==> src/rtl/alu_arbiter.sv <==
// rtl/alu_arbiter.sv - two-port round-robin arbiter sharing one 32-bit ALU
// Holds one op in flight: grant latches operands, EXEC computes, RESP holds the result.
module alu_arbiter #(
  parameter int DATA_W   = 32,
  parameter int CTRL_W   = 4,
  parameter int MAX_CTRL = 4
) (
  input  logic              clk_i,
  input  logic              rst_i,
  input  logic              req0_valid_i,
  output logic              req0_ready_o,
  input  logic [DATA_W-1:0] req0_a_i,
  input  logic [DATA_W-1:0] req0_b_i,
  input  logic [4:0]        req0_shamt_i,
  input  logic [CTRL_W-1:0] req0_aluctr_i,
  output logic              rsp0_valid_o,
  input  logic              rsp0_ready_i,
  output logic [DATA_W-1:0] rsp0_result_o,
  output logic              rsp0_err_o,
  input  logic              req1_valid_i,
  output logic              req1_ready_o,
  input  logic [DATA_W-1:0] req1_a_i,
  input  logic [DATA_W-1:0] req1_b_i,
  input  logic [4:0]        req1_shamt_i,
  input  logic [CTRL_W-1:0] req1_aluctr_i,
  output logic              rsp1_valid_o,
  input  logic              rsp1_ready_i,
  output logic [DATA_W-1:0] rsp1_result_o,
  output logic              rsp1_err_o,
  output logic              busy_o
);

  typedef enum logic [1:0] {IDLE, EXEC, RESP} state_e;

  state_e              state_q, state_d;
  logic                rr_ptr_q;
  logic                owner_q;
  logic [DATA_W-1:0]   op_a_q, op_b_q;
  logic [4:0]          op_shamt_q;
  logic [CTRL_W-1:0]   op_ctr_q;
  logic [DATA_W-1:0]   rsp_result_q;
  logic                rsp_err_q;

  logic                rsp_hs, grant_window, grant, winner;
  logic [DATA_W-1:0]   alu_res;
  logic                op_err;

  function automatic logic [DATA_W-1:0] clz(input logic [DATA_W-1:0] v);
    logic [DATA_W-1:0] n;
    n = DATA_W'(DATA_W);
    for (int i = 0; i < DATA_W; i++) begin
      if (v[i]) n = DATA_W'(DATA_W - 1 - i);
    end
    return n;
  endfunction

  always_comb begin
    rsp_hs       = (state_q == RESP) && (owner_q ? rsp1_ready_i : rsp0_ready_i);
    grant_window = (state_q == IDLE) || rsp_hs;
    // rr_ptr_q holds the last winner, so on a tie the other port goes next
    winner       = req1_valid_i && (!req0_valid_i || !rr_ptr_q);
    grant        = grant_window && (req0_valid_i || req1_valid_i);
    req0_ready_o = grant && !winner;
    req1_ready_o = grant && winner;
  end

  always_comb begin
    state_d = state_q;
    case (state_q)
      IDLE:    if (grant) state_d = EXEC;
      EXEC:    state_d = RESP;
      RESP:    if (rsp_hs) state_d = grant ? EXEC : IDLE;
      default: state_d = IDLE;
    endcase
  end

  always_comb begin
    alu_res = '0;
    case (op_ctr_q)
      CTRL_W'(0): alu_res = op_a_q + op_b_q;
      CTRL_W'(1): alu_res = op_a_q - op_b_q;
      CTRL_W'(2): alu_res = op_a_q | op_b_q;
      CTRL_W'(3): alu_res = clz(op_a_q);
      // a shift by the full width yields zero, which makes shamt=0 return b
      CTRL_W'(4): alu_res = (op_b_q >> op_shamt_q) | (op_b_q << (6'(DATA_W) - {1'b0, op_shamt_q}));
      default:    alu_res = '0;
    endcase
    op_err = op_ctr_q > CTRL_W'(MAX_CTRL);
  end

  always_ff @(posedge clk_i or posedge rst_i) begin
    if (rst_i) begin
      state_q      <= IDLE;
      rr_ptr_q     <= 1'b1;
      owner_q      <= 1'b0;
      op_a_q       <= '0;
      op_b_q       <= '0;
      op_shamt_q   <= '0;
      op_ctr_q     <= '0;
      rsp_result_q <= '0;
      rsp_err_q    <= 1'b0;
    end else begin
      state_q <= state_d;
      if (grant) begin
        op_a_q     <= winner ? req1_a_i      : req0_a_i;
        op_b_q     <= winner ? req1_b_i      : req0_b_i;
        op_shamt_q <= winner ? req1_shamt_i  : req0_shamt_i;
        op_ctr_q   <= winner ? req1_aluctr_i : req0_aluctr_i;
        owner_q    <= winner;
        rr_ptr_q   <= winner;
      end
      if (state_q == EXEC) begin
        rsp_result_q <= op_err ? '0 : alu_res;
        rsp_err_q    <= op_err;
      end
    end
  end

  always_comb begin
    rsp0_valid_o  = (state_q == RESP) && !owner_q;
    rsp1_valid_o  = (state_q == RESP) && owner_q;
    rsp0_result_o = rsp0_valid_o ? rsp_result_q : '0;
    rsp1_result_o = rsp1_valid_o ? rsp_result_q : '0;
    rsp0_err_o    = rsp0_valid_o && rsp_err_q;
    rsp1_err_o    = rsp1_valid_o && rsp_err_q;
    busy_o        = (state_q != IDLE);
  end

endmodule

==> config.mk <==
export PLATFORM = sky130hd
export DESIGN_NAME = alu_arbiter
export DESIGN_NICKNAME = d
export VERILOG_FILES = /design/src/rtl/alu_arbiter.sv
export SDC_FILE = /design/constraint.sdc
export NUM_CORES = 1
export LEC_CHECK = 0
export ABC_AREA = 1
export CAP_MARGIN = 20
export CORE_ASPECT_RATIO = 1.75
export CORE_MARGIN = 3
export CORE_UTILIZATION = 53
export CTS_BUF_LIST = sky130_fd_sc_hd__clkbuf_4 sky130_fd_sc_hd__clkbuf_8 sky130_fd_sc_hd__clkbuf_16
export CTS_CLUSTER_DIAMETER = 150
export CTS_CLUSTER_SIZE = 20
export DETAILED_ROUTE_END_ITERATION = 7
export GPL_TIMING_DRIVEN = 0
export PLACE_DENSITY = 0.82
export SYNTH_ARGS = -nofsm -noshare
export SYNTH_HDL_FRONTEND = slang
export SYNTH_SLANG_ARGS = --single-unit
==> constraint.sdc <==
create_clock -name clk_i -period 4.9 [get_ports clk_i]
set_input_delay 0.98 -clock clk_i [delete_from_list [all_inputs] [get_ports clk_i]]
set_output_delay 0.98 -clock clk_i [all_outputs]
set_load 0.03 [all_outputs]
# Yosys cells after proc, flatten, opt, wreduce, memory -nomap -nowiden
# Index checks and enable logic that the tools add are counted.
# totals
mem_count	0
mem_bits_ro	0
out_inout_bits	71
register_bits	110
inputBits	152
latch_bits	0
wordCells	90
mem_bits_rw	0
# classes
n_mul	0
n_reduce_logical	20
n_bitwise	2
shifts	2
div	0
eq_ne	8
order_cmp	1
n_mux	45
addsub	3
# ops
op	count
$mux 32	36
$pmux 32 s5	1
$or 32x32->32	2
$add 32x32->32	1
$shl 32x6->32	1
$shr 32x5->32	1
$sub 32x32->32	1
$logic_and 1x1->1	9
$eq 4x2->1 const B	2
$mux 6	1
$pmux 2 s3	1
$sub 6x5->6 const A	1
$mux 5	1
$eq 4x1->1 const B	1
$eq 4x3->1 const B	1
$gt 4x3->1 const B	1
$logic_not 1->1	4
$logic_not 4->1	1
$mux 2	2
$mux 4	1
$ne 2x2->1 const B	2
$logic_or 1x1->1	3
$eq 2x1->1 const B	1
$eq 2x2->1 const B	1
other kinds (4)	5

# Longest topological paths before layout
# depth
depth_word	34
ltp_mapped	35
depth_no_buf	35

# Least setup slack after synthesis
# OpenSTA, ideal clock, no wires.
# synth_timing
path_type	flip-flop to flip-flop
from	reg op_b_q[0]
to	reg rsp_result_q[31]
required_time_ps	4776
setup_time_ps	124
setup_slack_ps	947
n_path_buf	0
arrival_ps	3829
period_less_slack_ps	3953
stages_incl_launch_ff	30
path_cell_list	dfrtp_1 inv_1 ha_1 inv_1 nor3_1 and3_1 inv_1 nor3_2 inv_1 nor3_2 inv_1 nor2_2 inv_2 nor4_4 nand3_1 o31ai_2 o21ai_1 xor2_1 ha_1 a21oi_1 o21ai_0 nand2_1 o211ai_1 a31oi_1 inv_1 or2_1 nand3_1 nand3_1 nand2_1 o21ai_2
# synth_between
elab_chain_cells	4
# synth_rtl
element	line_no	text
start: declaration	38	logic [DATA_W-1:0] op_a_q, op_b_q;
start signal: assignment	106	op_b_q <= winner ? req1_b_i : req0_b_i;
branches (longest 2 deep; another with $sub 32x32->32)	n/a	
$pmux 32 s5 (*)	79	case (op_ctr_q)
$mux 32 (*)	113	rsp_result_q <= op_err ? '0 : alu_res;
end signal: assignment	113	
end: declaration	41	logic [DATA_W-1:0] rsp_result_q;
# Mark *: on every way between the ends.
# A chain may end at the register's enable or synchronous reset.

# Worst setup path in the final report
# layout_timing
from	reg op_shamt_q[1]
to	reg rsp_result_q[9]
# layout_between
elab_chain_cells	5
# layout_rtl
element	line_no	text
start: declaration	39	logic [4:0] op_shamt_q;
start signal: assignment	107	op_shamt_q <= winner ? req1_shamt_i : req0_shamt_i;
$sub 6x5->6	85	CTRL_W'(4): alu_res = (op_b_q >> op_shamt_q) | (op_b_q << (6'(DATA_W) - {1'b0, op_shamt_q}));
$shl 32x6->32	85	
$or 32x32->32 (*)	85	
$pmux 32 s5 (*)	79	
$mux 32 (*)	113	
# Every way passes the cells marked *; elsewhere a longest branch is shown, timed or not.

==> key figures <==
Clocking
  – Root Driver: sky130_fd_sc_hd__clkbuf_16
  – Longest Clk Path Bufs: 2
  – Register clock-pin slew on the reported worst setup and hold paths: 0.09 ns
  – TritonCTS Buffers: 9
  – H-tree depth: 3
  – Clock Latency Late Sink: 0.40 ns
  – Number of buffers inserted for hold repair after clock tree synthesis: 0
  – Clock sink count: 110
  – TritonCTS clock tree: built

Global route
  – Global-route wire length before repair: 78,900 um
  – Largest net degree at the start of global routing: 61
  – GRT overflow: 0
  – Global-route usage over all layers: between 40% and 50%
  – Antenna violations before repair: 2
  – Vias in the first global route: 14,328

Route
  – Sum of met3 wire segment lengths after detailed routing: 5470 um
  – Iteration-0 DRC count of the detailed router: roughly 1,800
  – Residual DRC: 0
  – Vias per cell: about 6.3
  – Metal2 WL: 25,300 um
  – Total wire length after detailed routing: 53,400 um
  – Highest metal layer used by the detailed router: met5
  – Drt pass-1 iters: 7
  – Routed length on met1: 16,400 um
  – Total number of vias: 14,650
  – Antenna Violating Nets Remaining: 0
  – Wire length per cell: 23.0 um

Floorplanning
  – Floorplan die area: 22,700 um^2
  – I/O pin count: 223
  – Core Box Area: 20,400 um^2
  – Vertical die dimension: 197 um
  – Rows: 69
  – Die Width: 115 um
  – Initial Utilization: 54.2%

Place
  – Port Buffers: 222
  – Cell area reported after detailed placement: 13,600 um^2
  – Post-placement worst setup slack: -0.350 ns
  – Post-detail-place hpwl: around 42,000 um
  – Routability Congestion: 1.21

Timing
  – Worst hold margin: 0.499 ns
  – Final clock period utilization by the worst path: 95.7%
  – Total of endpoints with negative setup slack in the final report: 0
  – Clock skew: 0.0112 ns
  – Total negative slack for setup checks: 0 ns
  – Maximum clock frequency: 0.213 GHz
  – Final Max Slew Viols: 0
  – Minimum clock period: 4.69 ns
  – Crit path setup slack, layout: 0.212 ns
  – Relative max-transition margin: 30.8%
  – Fin. Hold Viols: 0
  – Measured slew at the worst slew-check pin: 1.04 ns

Yosys
  – Async set-reset flop share out of synthesis: 100%
  – Count of state elements after synthesis: 110
  – Avg Cell Area, Syn: 6.07 um^2
  – Main flop type after synthesis: sky130_fd_sc_hd__dfrtp_1
  – EDFF count, synth: 0
  – Sequential-to-total area share from yosys stat: 24.9%
  – Cells after Synth: 1,818
  – Post-Synthesis Net Count: 2,005
  – Count of warnings emitted by yosys: 0
  – Mapped cell area: 11,000 um^2
  – Count of cell types in the netlist: 50

Setup path
  – Most repeated library cell on the critical path: sky130_fd_sc_hd__o21ai_0
  – Worst Path Arrival: 4.95 ns
  – Number of buffers and inverters on the critical path: 4
  – Category of cells accounting for the largest share of critical-path delay: compound AO/OA/AOI/OAI gates
  – Critical-path maximum fanout: 10
  – Largest incremental delay on the critical path: 0.72 ns
  – Critical path startpoint category: flop
  – Req. time, crit path: 5.17 ns
  – Capturing element type of the critical path: flop
  – Cell Chain, Critical Path: clkinvlp_4, clkbuf_1, ha_1, xnor2_1, inv_2, clkbuf_1, nand2_1, o21ai_0, o21ai_0, o22ai_1, o21ai_0, nand3_1, nand2_1, o21ai_0
  – CP Class: flop to flop
  – Slowest cell on the critical path: sky130_fd_sc_hd__dfrtp_1

Cells and area
  – Layout net count: 2,254
  – Commonest cells after routing, fill and taps aside: sky130_fd_sc_hd__nand2_1 (546), sky130_fd_sc_hd__clkdlybuf4s50_1 (222), sky130_fd_sc_hd__o21ai_0 (216)
  – Most common cell after layout, fill and taps aside: sky130_fd_sc_hd__nand2_1
  – Relative area change from synthesis to final layout: 28.0%
  – Final instance area: 14,100 um^2
  – Share of final-layout standard cells stronger than drive strength 1: around 4%

Flow run
  – MaxCap Viol Count: 0

Outcome
  – Status: complete, no violations

Worst hold path
  – Path category of the worst min-delay check: flop to flop
==> synthesized netlist by cell type, drive strengths merged (4+ instances only) <==
cell type  count  area (um^2)
a21o           4         30.0
a21oi        101          509
a31oi          6         37.5
buf           21         83.8
clkbuf        81          304
clkinv         6         22.5
dfrtp        109         2730
ha            34          425
inv          199          747
mux2i         17          170
nand2        547         2050
nand3         78          410
nand4          4         25.0
nor2         172          661
nor3          14         90.1
nor4           9         71.3
o211ai        98          736
o21a           8         60.1
o21ai        222         1110
o221ai        15          131
o22ai          5         31.3
o31ai          4         35.0
or2            5         31.3
xor2          35          307
==> cell families after synthesis <==
group                      Yosys count  synth area share (%)
adders and majority gates           35                  4.03
muxes                               17                  1.54
AOI/OAI and AO/OA                  481                  25.7
and+or+nand+nor                    830                  30.3
DFF                                110                  24.9
xor gates and xnor gates            38                  3.01
buffers and inverters              307                  10.5
==> registers in the layout (all words and copies together), names as in the netlist <==
register and cells:
rsp_result_q 32, op_shamt_q 5, rsp_err_q 1, owner_q 1, op_a_q 32, state_q 2
op_b_q 32, rr_ptr_q 1, op_ctr_q 4
==> final timing paths <==
check | startpoint | end | slack [ns] | cells after the start
min reg2reg | rsp_result_q[2] | rsp_result_q[2] | 0.50 | 2
max | op_shamt_q[1] | rsp_result_q[9] | 0.21 | 14
max reg2reg | op_shamt_q[1] | rsp_result_q[9] | 0.21 | 14
max in group asynchronous | rst_i | op_a_q[6] | 3.09 | 3
min in group asynchronous | rst_i | rsp_result_q[5] | 1.06 | 2
min | rsp_result_q[2] | rsp_result_q[2] | 0.50 | 2
==> timing repair <==
action | CTS | global route
endpoints found under the hold margin | 0 | 0
resized for setup | 2 | 31
buffers inserted | 3 | 10
pin swaps | 1 | 6
setup endpoints to repair | 12 | 21
==> layout make-up <==
cell class / instances / area, um^2
clock inverters: 7 / 78.8
fillers: 1841 / 6250
diodes: 1 / 2.50
multi-input cells: 1401 / 7210
inverters: 205 / 776
repair buffers: 239 / 2380
plain buffers: 101 / 390
well taps: 248 / 310
flip-flops and latches: 110 / 2760
clock buffers: 9 / 225
==> worst min-delay path: stages, from the launching register on <==
cell and delay, ns:
sky130_fd_sc_hd__dfrtp_1 0.35, sky130_fd_sc_hd__nand2_1 0.05, sky130_fd_sc_hd__o21ai_0 0.06
==> layer usage <==
metal / global-route usage, % / vias to the layer above
met1: 45.3 / 6633
met5: 0 / -
met2: 76.1 / 1071
li1: - / 6534
met4: 41.3 / 4
met3: 14.7 / 408
==> through the flow <==
step	instances	utilization, %
floorplan	1818	-
global placement	2288	66.6
detailed placement	2291	66.8
CTS	2310	68.5
global route	2320	69.3
finish	2321	69.3
Power is not shown: default switching activity piles up to over one toggle a cycle in this logic, so the estimate is an artifact.
